**config.mk**
```make
export PLATFORM = sky130hd
export DESIGN_NAME = uncached_dbus_ctrl
export DESIGN_NICKNAME = d
export VERILOG_FILES = /design/src/rtl/uncached_dbus_ctrl.sv
export SDC_FILE = /design/constraint.sdc
export NUM_CORES = 1
export LEC_CHECK = 0
export CELL_PAD_IN_SITES_DETAIL_PLACEMENT = 0
export CELL_PAD_IN_SITES_GLOBAL_PLACEMENT = 1
export CORE_MARGIN = 2
export CORE_UTILIZATION = 32
export CTS_BUF_LIST = sky130_fd_sc_hd__clkbuf_8
export DETAILED_ROUTE_END_ITERATION = 6
export GPL_ROUTABILITY_DRIVEN = 1
export PLACE_DENSITY = 0.8
export RECOVER_POWER = 25
export SYNTH_ARGS = -nofsm -noshare
export SYNTH_HDL_FRONTEND = slang
export SYNTH_SLANG_ARGS = --single-unit
export TNS_END_PERCENT = 10
```
**constraint.sdc**
```tcl
create_clock -name clk -period 3.8 [get_ports clk]
set_input_delay 0.76 -clock clk [delete_from_list [all_inputs] [get_ports clk]]
set_output_delay 0.76 -clock clk [all_outputs]
set_load 0.05 [all_outputs]
```
**src/rtl/uncached_dbus_ctrl.sv**
```systemverilog
// One-outstanding uncached load/store sequencer onto the SRAM-like data bus; dm_stall held from acceptance to completion (min 3 cycles).
// Bus fields are held until addr_ok. `define UNCACHED_POST_WR_EN lets writes retire on addr_ok, with up to MAX_POST of them left posted.
module uncached_dbus_ctrl #(
   parameter int ADDR_W   = 32,
   parameter int DATA_W   = 32,
   parameter int MAX_POST = 2
) (
   input  logic              clk,
   input  logic              rst,
   input  logic              mem_read,
   input  logic              mem_write,
   input  logic [1:0]        mem_size,
   input  logic [ADDR_W-1:0] mem_addr,
   input  logic [DATA_W-1:0] mem_wdata,
   input  logic              flush,
   input  logic              pipe_hold,
   output logic              dm_stall,
   output logic [DATA_W-1:0] rdata_out,
   output logic              data_sram_req,
   output logic              data_sram_wr,
   output logic [1:0]        data_sram_size,
   output logic [ADDR_W-1:0] data_sram_addr,
   output logic [DATA_W-1:0] data_sram_wdata,
   input  logic              data_sram_addr_ok,
   input  logic              data_sram_data_ok,
   input  logic [DATA_W-1:0] data_sram_rdata
);

   typedef enum logic [1:0] {S_IDLE, S_REQ, S_WAIT, S_DONE} state_t;

   state_t            r_state;
   logic              r_killed;
   logic              r_req;
   logic              r_wr;
   logic [1:0]        r_size;
   logic [ADDR_W-1:0] r_addr;
   logic [DATA_W-1:0] r_wdata;
   logic [DATA_W-1:0] r_rdata;

   logic w_access;
   logic w_can_start;
   logic w_kill;

   assign w_access = (mem_read | mem_write) & ~flush;
   // A flush arriving in the same cycle as the response still discards it.
   assign w_kill   = r_killed | flush;

`ifdef UNCACHED_POST_WR_EN
   localparam int PEND_W = $clog2(MAX_POST + 1);
   localparam logic [PEND_W-1:0] PEND_MAX = PEND_W'(MAX_POST);

   logic [PEND_W-1:0] r_pend;
   logic              w_pend_inc;
   logic              w_pend_dec;

   assign w_pend_inc = (r_state == S_REQ) & r_wr & data_sram_addr_ok;
   // Posted writes never occupy WAIT, so any data_ok seen outside WAIT retires one.
   assign w_pend_dec = data_sram_data_ok & (r_state != S_WAIT);
   assign w_can_start = mem_write ? (r_pend != PEND_MAX) : (r_pend == '0);

   always_ff @(posedge clk or posedge rst) begin
      if (rst) begin
         r_pend <= '0;
      end else begin
         case ({w_pend_inc, w_pend_dec})
            2'b10:   r_pend <= r_pend + 1'b1;
            2'b01:   r_pend <= r_pend - 1'b1;
            default: r_pend <= r_pend;
         endcase
      end
   end
`else
   localparam int unused_max_post = MAX_POST;
   assign w_can_start = 1'b1;
`endif

   always_ff @(posedge clk or posedge rst) begin
      if (rst) begin
         r_state  <= S_IDLE;
         r_killed <= 1'b0;
         r_req    <= 1'b0;
         r_wr     <= 1'b0;
         r_size   <= 2'd0;
         r_addr   <= '0;
         r_wdata  <= '0;
         r_rdata  <= '0;
      end else begin
         case (r_state)
            S_IDLE: begin
               if (w_access && w_can_start) begin
                  r_wr    <= mem_write;
                  r_size  <= mem_size;
                  r_addr  <= mem_addr;
                  r_wdata <= mem_wdata;
                  r_req   <= 1'b1;
                  r_state <= S_REQ;
               end
            end
            S_REQ: begin
               if (flush) r_killed <= 1'b1;
               if (data_sram_addr_ok) begin
                  r_req <= 1'b0;
`ifdef UNCACHED_POST_WR_EN
                  if (r_wr) begin
                     r_killed <= 1'b0;
                     r_state  <= w_kill ? S_IDLE : S_DONE;
                  end else begin
                     r_state  <= S_WAIT;
                  end
`else
                  r_state <= S_WAIT;
`endif
               end
            end
            S_WAIT: begin
               if (flush) r_killed <= 1'b1;
               if (data_sram_data_ok) begin
                  r_killed <= 1'b0;
                  if (w_kill) begin
                     r_state <= S_IDLE;
                  end else begin
                     if (!r_wr) r_rdata <= data_sram_rdata;
                     r_state <= S_DONE;
                  end
               end
            end
            S_DONE: begin
               // Holding here keeps the still-present MEM instruction from reissuing.
               if (!pipe_hold) r_state <= S_IDLE;
            end
            default: r_state <= S_IDLE;
         endcase
      end
   end

   assign dm_stall = ~rst & (((r_state == S_IDLE) & w_access) |
                             (r_state == S_REQ) | (r_state == S_WAIT));

   assign rdata_out       = r_rdata;
   assign data_sram_req   = r_req;
   assign data_sram_wr    = r_wr;
   assign data_sram_size  = r_size;
   assign data_sram_addr  = r_addr;
   assign data_sram_wdata = r_wdata;

endmodule

```
# ---- Word-level counts from Yosys, hierarchy flattened
# Cells that the tools add are included.
# W data, S select, Z words.
dict set report op_classes {
  n_eq_ne 7
  mux 12
  bitwise 11
  reduce_logical 7
}
# cell count
set op_table {}
lappend op_table {{$mux W2} 5}
lappend op_table {{$ne A2 B2 Y1 const B} 4}
lappend op_table {{$pmux W2 S4} 1}
lappend op_table {{$reduce_and A4 Y1} 2}
lappend op_table {{$eq A2 B2 Y1 const B} 2}
lappend op_table {{$mux W1} 4}
lappend op_table {{$not A1 Y1} 4}
lappend op_table {{$or A1 B1 Y1} 4}
lappend op_table {{$pmux W1 S2} 2}
lappend op_table {{$reduce_bool A2 Y1} 2}
lappend op_table {{$and A1 B1 Y1} 3}
lappend op_table {{$reduce_and A3 Y1} 1}
lappend op_table {{$eq A2 B1 Y1 const B} 1}
lappend op_table {{$logic_not A2 Y1} 1}
lappend op_table {{$reduce_and A2 Y1} 1}
dict set report word_totals {
  register_bits 103
  in_bits 106
  out_inout_bits 101
  word_cells 45
}

# ---- Longest topological paths before layout
# Gate-level depths: netlist of the first run.
dict set report depth {
  word_depth 6
  ltp_mapped 6
}

# ---- Least setup slack after synthesis of the first run
# No wires, ideal clock.
dict set report synth_path {
  kind {input to output}
  startpoint {input flush}
  endpoint {output dm_stall}
  t_arrival_ns 2.124
  required_time_ns 3.040
  slack_ns 0.916
  cell_stages 6
  n_path_buf 2
  path_cell_list {o21bai_4 inv_2 nand2_2 buf_6 buf_6 a21oi_1}
}
dict set report synth_via {
  elab_chain_cells 6
}
# item line_no
set synth_lines {}
lappend synth_lines {{from (decl)} 15} ;# input logic flush,
lappend synth_lines {{$not A1 Y1} 44} ;# assign w_access = (mem_read | mem_write) & ~flush;
lappend synth_lines {{$and A1 B1 Y1} 44}
lappend synth_lines {{$and A1 B1 Y1} 136} ;# assign dm_stall = ~rst & (((r_state == S_IDLE) & w_access) |
lappend synth_lines {{$or A1 B1 Y1} 136}
lappend synth_lines {{$or A1 B1 Y1} 137} ;# (r_state == S_REQ) | (r_state == S_WAIT));
lappend synth_lines {{$and A1 B1 Y1} 136}
lappend synth_lines {{to (decl)} 17} ;# output logic dm_stall,
# No other way between the ends.

# ---- Final worst setup path of the first run
# Same ends and word-level chain as after synthesis.

==> reports/summary.txt, run 1 <==
Hold_sp: rdata_out[12]
Die area: 0.01370 sq mm
Initial core utilization: 0.3254
Finish-stage setup viols: 0
Resized cells post-CTS: 0
Cell family with most CP delay: buffers and inverters
Hold WC Path Type: flop to flop
Fin Clk Skew: 0.006759 ns
Port Buffers: 206
WS Path Type: input port to primary output
Reg2reg path depth: 5
RSZ-0062 raised after global routing: false
Slew HR: 0.1823
TritonCTS clock tree: yes
Count of final hold-check violations: 0
Die W: 117.1 um
Tmin final: 2.733 ns
Worst EP required: 3.04 ns
Post-route ant nets: 0
Num CTS Buffers: 9
First-pass GRT wire length: 14.38 mm
Final Max Tran Viols: 0
Post-CTS Setup Inserts: 0
Crit path launch type: input port
Placement Rows: 41
Clock power frac: 0.108
Max Fclk: 365.9 MHz
Area Overhead vs Synth: 59.90%
Post-synth ARST share: 1.000
Combinational power share: 0.605
Worst path cell trace: clkdlybuf4s50_1 > o21bai_4 > inv_2 > nand2_4 > a21oi_1 > buf_12
Largest net degree at the start of global routing: 68
RD Place Congestion: 0.7516
Highest ir drop seen on vdd: 441.6 uV
Top-count cell post-synth: dfrtp_1
Total track usage: 0.1390
Synth top area cells: dfrtp_1, mux2_2, mux2_4
Pleak: 0.002845 uW
Status: complete, no violations
Reg-to-Reg Start: r_state[0]
Crit path launch: flush
H-tree depth: 3
CP endpoint kind: primary output
CP max FO: 4
Routed length per instance: 15.56 um
Root Buffer: clkbuf_8
Pwr Density: 1021 mW/mm^2
# fillers: 1118
CP Depth: 6
DPL Wire Length: 7.288 mm
1st-pass router iterations: 4
WP buf/inv: 3
Clock sink count: 103
Routed vias: 2799
Post-synthesis sequential area ratio: 0.6302
Sw Ratio: 0.4693
I/O pin total: 207
Slowest CP cell: clkdlybuf4s50_1
Die height: 117.1 um
Post-synthesis instance area: 0.004090 sq mm
Clk Latency, worst-skew pair: 0.37 ns
Routed WL: 9.817 mm
Final period util: 0.7191
Via density: 4.436
Internal power: 3545 uW
Layout cell share with drive strength beyond 1: 0.2658
Fin nets: 565
Placeable Area: 0.01257 sq mm
Mapped Cells: 244
Min-Delay Path Depth: 1
Diode count: 0
Yosys warning total: 0
#FFs+latches synth: 103
GR Overflow Total: 0
Hold buffers post-CTS: 0
Sw Pwr: 3135 uW
Number of synthesized flops with an enable pin: 0
Setup Total Neg Slack: 0 ns
Longest Clk Path Bufs: 2
Register share of total power: 0.287
Worst Path Arrival: 1.97 ns
Worst-Margin Slew: 1.220 ns
Antenna violations before repair: 0
Finished Cell Area: 0.006540 sq mm
Primary FF master, synth: dfrtp_1
Vias in the first global route: 2851
Placed Area: 0.006332 sq mm
Synth area leader: dfrtp_1
Worst path max stage delay: 0.45 ns
DR iter-0 viols: 102
Drt drc: 0
Top cells by instance count after synthesis: dfrtp_1, mux2_2, mux2_4
Post-Syn Nets: 355
Max_cap viols: 0
Mapped Avg Cell Area: 16.76 sq um
Cell variety after synth: 22
CTS clock-pin slew for the worst setup and hold paths: 0.09 ns
Non-filler cells, final: 631
Placed cell count: 615
Share of the synthesized area in the top cell type: 0.6302
flip-flops by register name (all words and copies together), names as in the netlist:
name             flops
data_sram_addr      32
data_sram_wdata     32
rdata_out           32
data_sram_size       2
r_state              2
data_sram_req        1
data_sram_wr         1
r_killed             1
power by group through the flow:
stage / registers (uW) / clock network [uW] / logic, uW
finish: 1920 / 721 / 4040
global route: 1990 / 800 / 4200
CTS: 1920 / 751 / 4080
detailed placement: 1950 / 0 / 4070
global placement: 1920 / 0 / 4040
floorplan: 3790 / 0 / 830
cells by family (layout without fill, tap and decap cells):
family | Yosys count | count (layout) | synth area share
mux | 99 | 99 | 0.2900
buf+inv | 14 | 229 | 0.02508
fa+ha+maj | 5 | 5 | 0.01530
compound gates | 11 | 11 | 0.02386
flops | 103 | 103 | 0.6302
simple gates | 12 | 12 | 0.01560
cells in the final DEF (no fill, tap or decap), drive strengths merged:
cell type / synthesis / routed
clkdlybuf4s50: 0 / 204
dfrtp: 103 / 103
mux2: 99 / 99
clkbuf: 0 / 12
a21oi: 5 / 5
ha: 5 / 5
nor2: 4 / 4
inv: 4 / 4
nand2: 4 / 4
buf: 10 / 4
a31oi: 2 / 2
nor2b: 2 / 2
clkinv: 0 / 2
nand3: 1 / 1
o21bai: 1 / 1
clkinvlp: 0 / 1
o21ai: 1 / 1
a22o: 1 / 1
and2: 1 / 1
a2111oi: 1 / 1
bufinv: 0 / 1
dlygate4sd3: 0 / 1
layout make-up:
class | instances | area, sq um | share of cell area
timing repair buffer | 209 | 2107 | 0.3222
inverter | 4 | 16.27 | 0.002487
tap | 172 | 215.2 | 0.03291
clock inverter | 4 | 43.79 | 0.006696
sequential | 103 | 2577 | 0.3941
clock buffer | 12 | 165.2 | 0.02525
multi-input combinational | 127 | 1415 | 0.2164
through the flow:
stage               power, uW    util  setup WS [ns]  hold slack (ns)
global route             6990  0.5204          1.019           0.5214
finish                   6680  0.5204          1.067           0.4949
CTS                      6761  0.5205          1.063           0.5045
global placement         5956  0.5038         0.9163           0.4710
detailed placement       6020  0.5038         0.8729           0.4835
floorplan                4616       -         0.3362           0.4995
metal layers:
metal | routed length, um | share of wire | up-vias | global-route usage
met5 | 0 | 0 | - | 0
li1 | - | - | 1274 | -
met4 | 274 | 0.028 | 0 | 0.07529
met1 | 3765 | 0.38 | 1412 | 0.1579
met2 | 5204 | 0.53 | 97 | 0.2416
met3 | 572 | 0.058 | 16 | 0.03347
worst paths after layout:
kind | end | slack [ns]
setup / recovery | dm_stall | 1.07
hold / removal | rdata_out[12] | 0.49
setup reg to reg | data_sram_addr[30] | 1.55
hold reg to reg | rdata_out[12] | 0.49
max in group asynchronous | data_sram_addr[29] | 1.76
min in group asynchronous | r_killed | 1.12
No activity file was read; power rests on OpenSTA's default activity.
==> run 2, diff against run 1 <==
--- a/config.mk
+++ b/config.mk
@@ -8,11 +8,11 @@
 export CELL_PAD_IN_SITES_DETAIL_PLACEMENT = 0
 export CELL_PAD_IN_SITES_GLOBAL_PLACEMENT = 1
 export CORE_MARGIN = 2
-export CORE_UTILIZATION = 32
+export CORE_UTILIZATION = 29
 export CTS_BUF_LIST = sky130_fd_sc_hd__clkbuf_8
 export DETAILED_ROUTE_END_ITERATION = 6
 export GPL_ROUTABILITY_DRIVEN = 1
-export PLACE_DENSITY = 0.8
+export PLACE_DENSITY = 0.76
 export RECOVER_POWER = 25
 export SYNTH_ARGS = -nofsm -noshare
 export SYNTH_HDL_FRONTEND = slang
==> constraint.sdc (replaced) <==
create_clock -name clk -period 2.3 [get_ports clk]
set_input_delay 0.46 -clock clk [delete_from_list [all_inputs] [get_ports clk]]
set_output_delay 0.46 -clock clk [all_outputs]
set_load 0.05 [all_outputs]
==> reports/summary.txt, run 2 (same netlist as run 1, synthesis figures left out) <==
Cell family with most CP delay: buffers and inverters
Layout cell share with drive strength beyond 1: 0.2664
CP endpoint kind: primary output
First-pass GRT wire length: 15.39 mm
Via density: 4.337
CTS clock-pin slew for the worst setup and hold paths: 0.08 ns
Count of final hold-check violations: 0
Diode count: 0
Total track usage: 0.1342
RD Place Congestion: 0.7402
WS Path Type: flop to primary output
Vias in the first global route: 3054
Largest net degree at the start of global routing: 48
Worst EP required: 1.84 ns
Initial core utilization: 0.2958
Hold buffers post-CTS: 0
I/O pin total: 207
Root Buffer: clkbuf_8
Slack of the critical path: 0.2016 ns
DR iter-0 viols: 62
Final period util: 0.9124
Clk Latency, worst-skew pair: 0.36 ns
Drt drc: 0
Area Overhead vs Synth: 59.59%
Worst path max stage delay: 0.87 ns
Dpl ws: 0.1115 ns
Port Buffers: 206
Longest Clk Path Bufs: 2
CP max FO: 3
Num CTS Buffers: 9
Most common cell after layout, fill and taps aside: clkdlybuf4s50_1
Die area: 0.01507 sq mm
DPL Wire Length: 7.544 mm
Combined flip-flop and latch cell area: 0.002577 sq mm
Pleak: 0.002827 uW
Fin Clk Skew: 0.005511 ns
Post-route ant nets: 0
Area taken by multi-input logic gates: 0.001421 sq mm
Routed WL: 10.03 mm
Die W: 122.8 um
TritonCTS clock tree: yes
Worst path cell trace: clkdlybuf4s50_1
Max_cap viols: 0
Hold WC Path Type: flop to flop
Highest ir drop seen on vdd: 733.6 uV
Worst Path Arrival: 1.64 ns
Worst-Margin Slew: 0.7735 ns
Slew HR: 0.4815
Clock sink count: 103
Placeable Area: 0.01383 sq mm
Tmin final: 2.098 ns
Slowest CP cell: clkdlybuf4s50_1
Routed vias: 2767
Fin nets: 567
H-tree depth: 3
Routed length per instance: 15.72 um
Final Max Tran Viols: 0
WHS: 0.4942 ns
GR Overflow Total: 0
RSZ-0062 raised after global routing: false
Most frequent cells in the layout: clkdlybuf4s50_1, dfrtp_1, mux2_2
Status: complete, no violations
Die height: 122.8 um
1st-pass router iterations: 4
Max Fclk: 476.5 MHz
Pwr Density: 1662 mW/mm^2
Finish-stage setup viols: 0
WP buf/inv: 1
Crit path launch type: flop
Antenna violations before repair: 0
# fillers: 1201
Placement Rows: 43
-- run 2: cell count changes in the layout (fill, tap and decap cells not counted), sizes merged --
cell,previous run,this run
bufinv,1,0
clkinv,2,0
clkinvlp,1,2
inv,4,5
-- run 2: layout make-up --
type / instances / area share
clock inverter: 3 / 0.002300
sequential: 103 / 0.3949
inverter: 4 / 0.002492
timing repair buffer: 211 / 0.3270
tap: 180 / 0.03450
clock buffer: 10 / 0.02108
multi-input combinational: 127 / 0.2177
-- run 2: final timing paths --
path | depth (start not counted) | from | slack, ns | end
worst max-delay path | 1 | data_sram_wr | 0.20 | data_sram_wr
worst min-delay path | 1 | rdata_out[5] | 0.49 | rdata_out[5]
worst max register to register | 6 | r_state[0] | 0.45 | rdata_out[8]
worst min register to register | 1 | rdata_out[5] | 0.49 | rdata_out[5]
max in group asynchronous | 3 | rst | 0.51 | rdata_out[4]
min in group asynchronous | 2 | rst | 0.68 | data_sram_wdata[4]
-- run 2: layer usage --
metal	track usage	wire (um)	up-vias	share of wire
met1	0.1494	3908	1395	0.39
met2	0.2434	5387	95	0.54
li1	-	-	1268	-
met3	0.03857	603	9	0.060
met5	0	0	-	0
met4	0.04598	132	0	0.013
-- run 2: timing repair --
action / 4_1_cts / 5_1_grt
endpoints found under the setup margin: 0 / 1
resized for setup: 0 / 2
buffers inserted: 0 / 0
-- run 2: per-stage QoR --
stage | util | TNS (ns) | std cells | total power, uW | instance area [sq um]
6_report | 0.4721 | 0 | 638 | 10850 | 6528
5_1_grt | 0.4721 | 0 | 638 | 11380 | 6528
4_1_cts | 0.4736 | 0 | 638 | 11000 | 6549
3_5_place_dp | 0.4626 | 0 | 625 | 9982 | 6396
3_3_place_gp | 0.4626 | 0 | 625 | 9884 | 6396
2_1_floorplan | - | -0.05473 | 244 | 7627 | 4094
-- run 2: power by group --
part           internal, uW  switching (uW)
registers              2710             481
clock network           398             570
logic                  2580            4110
total                  5680            5170
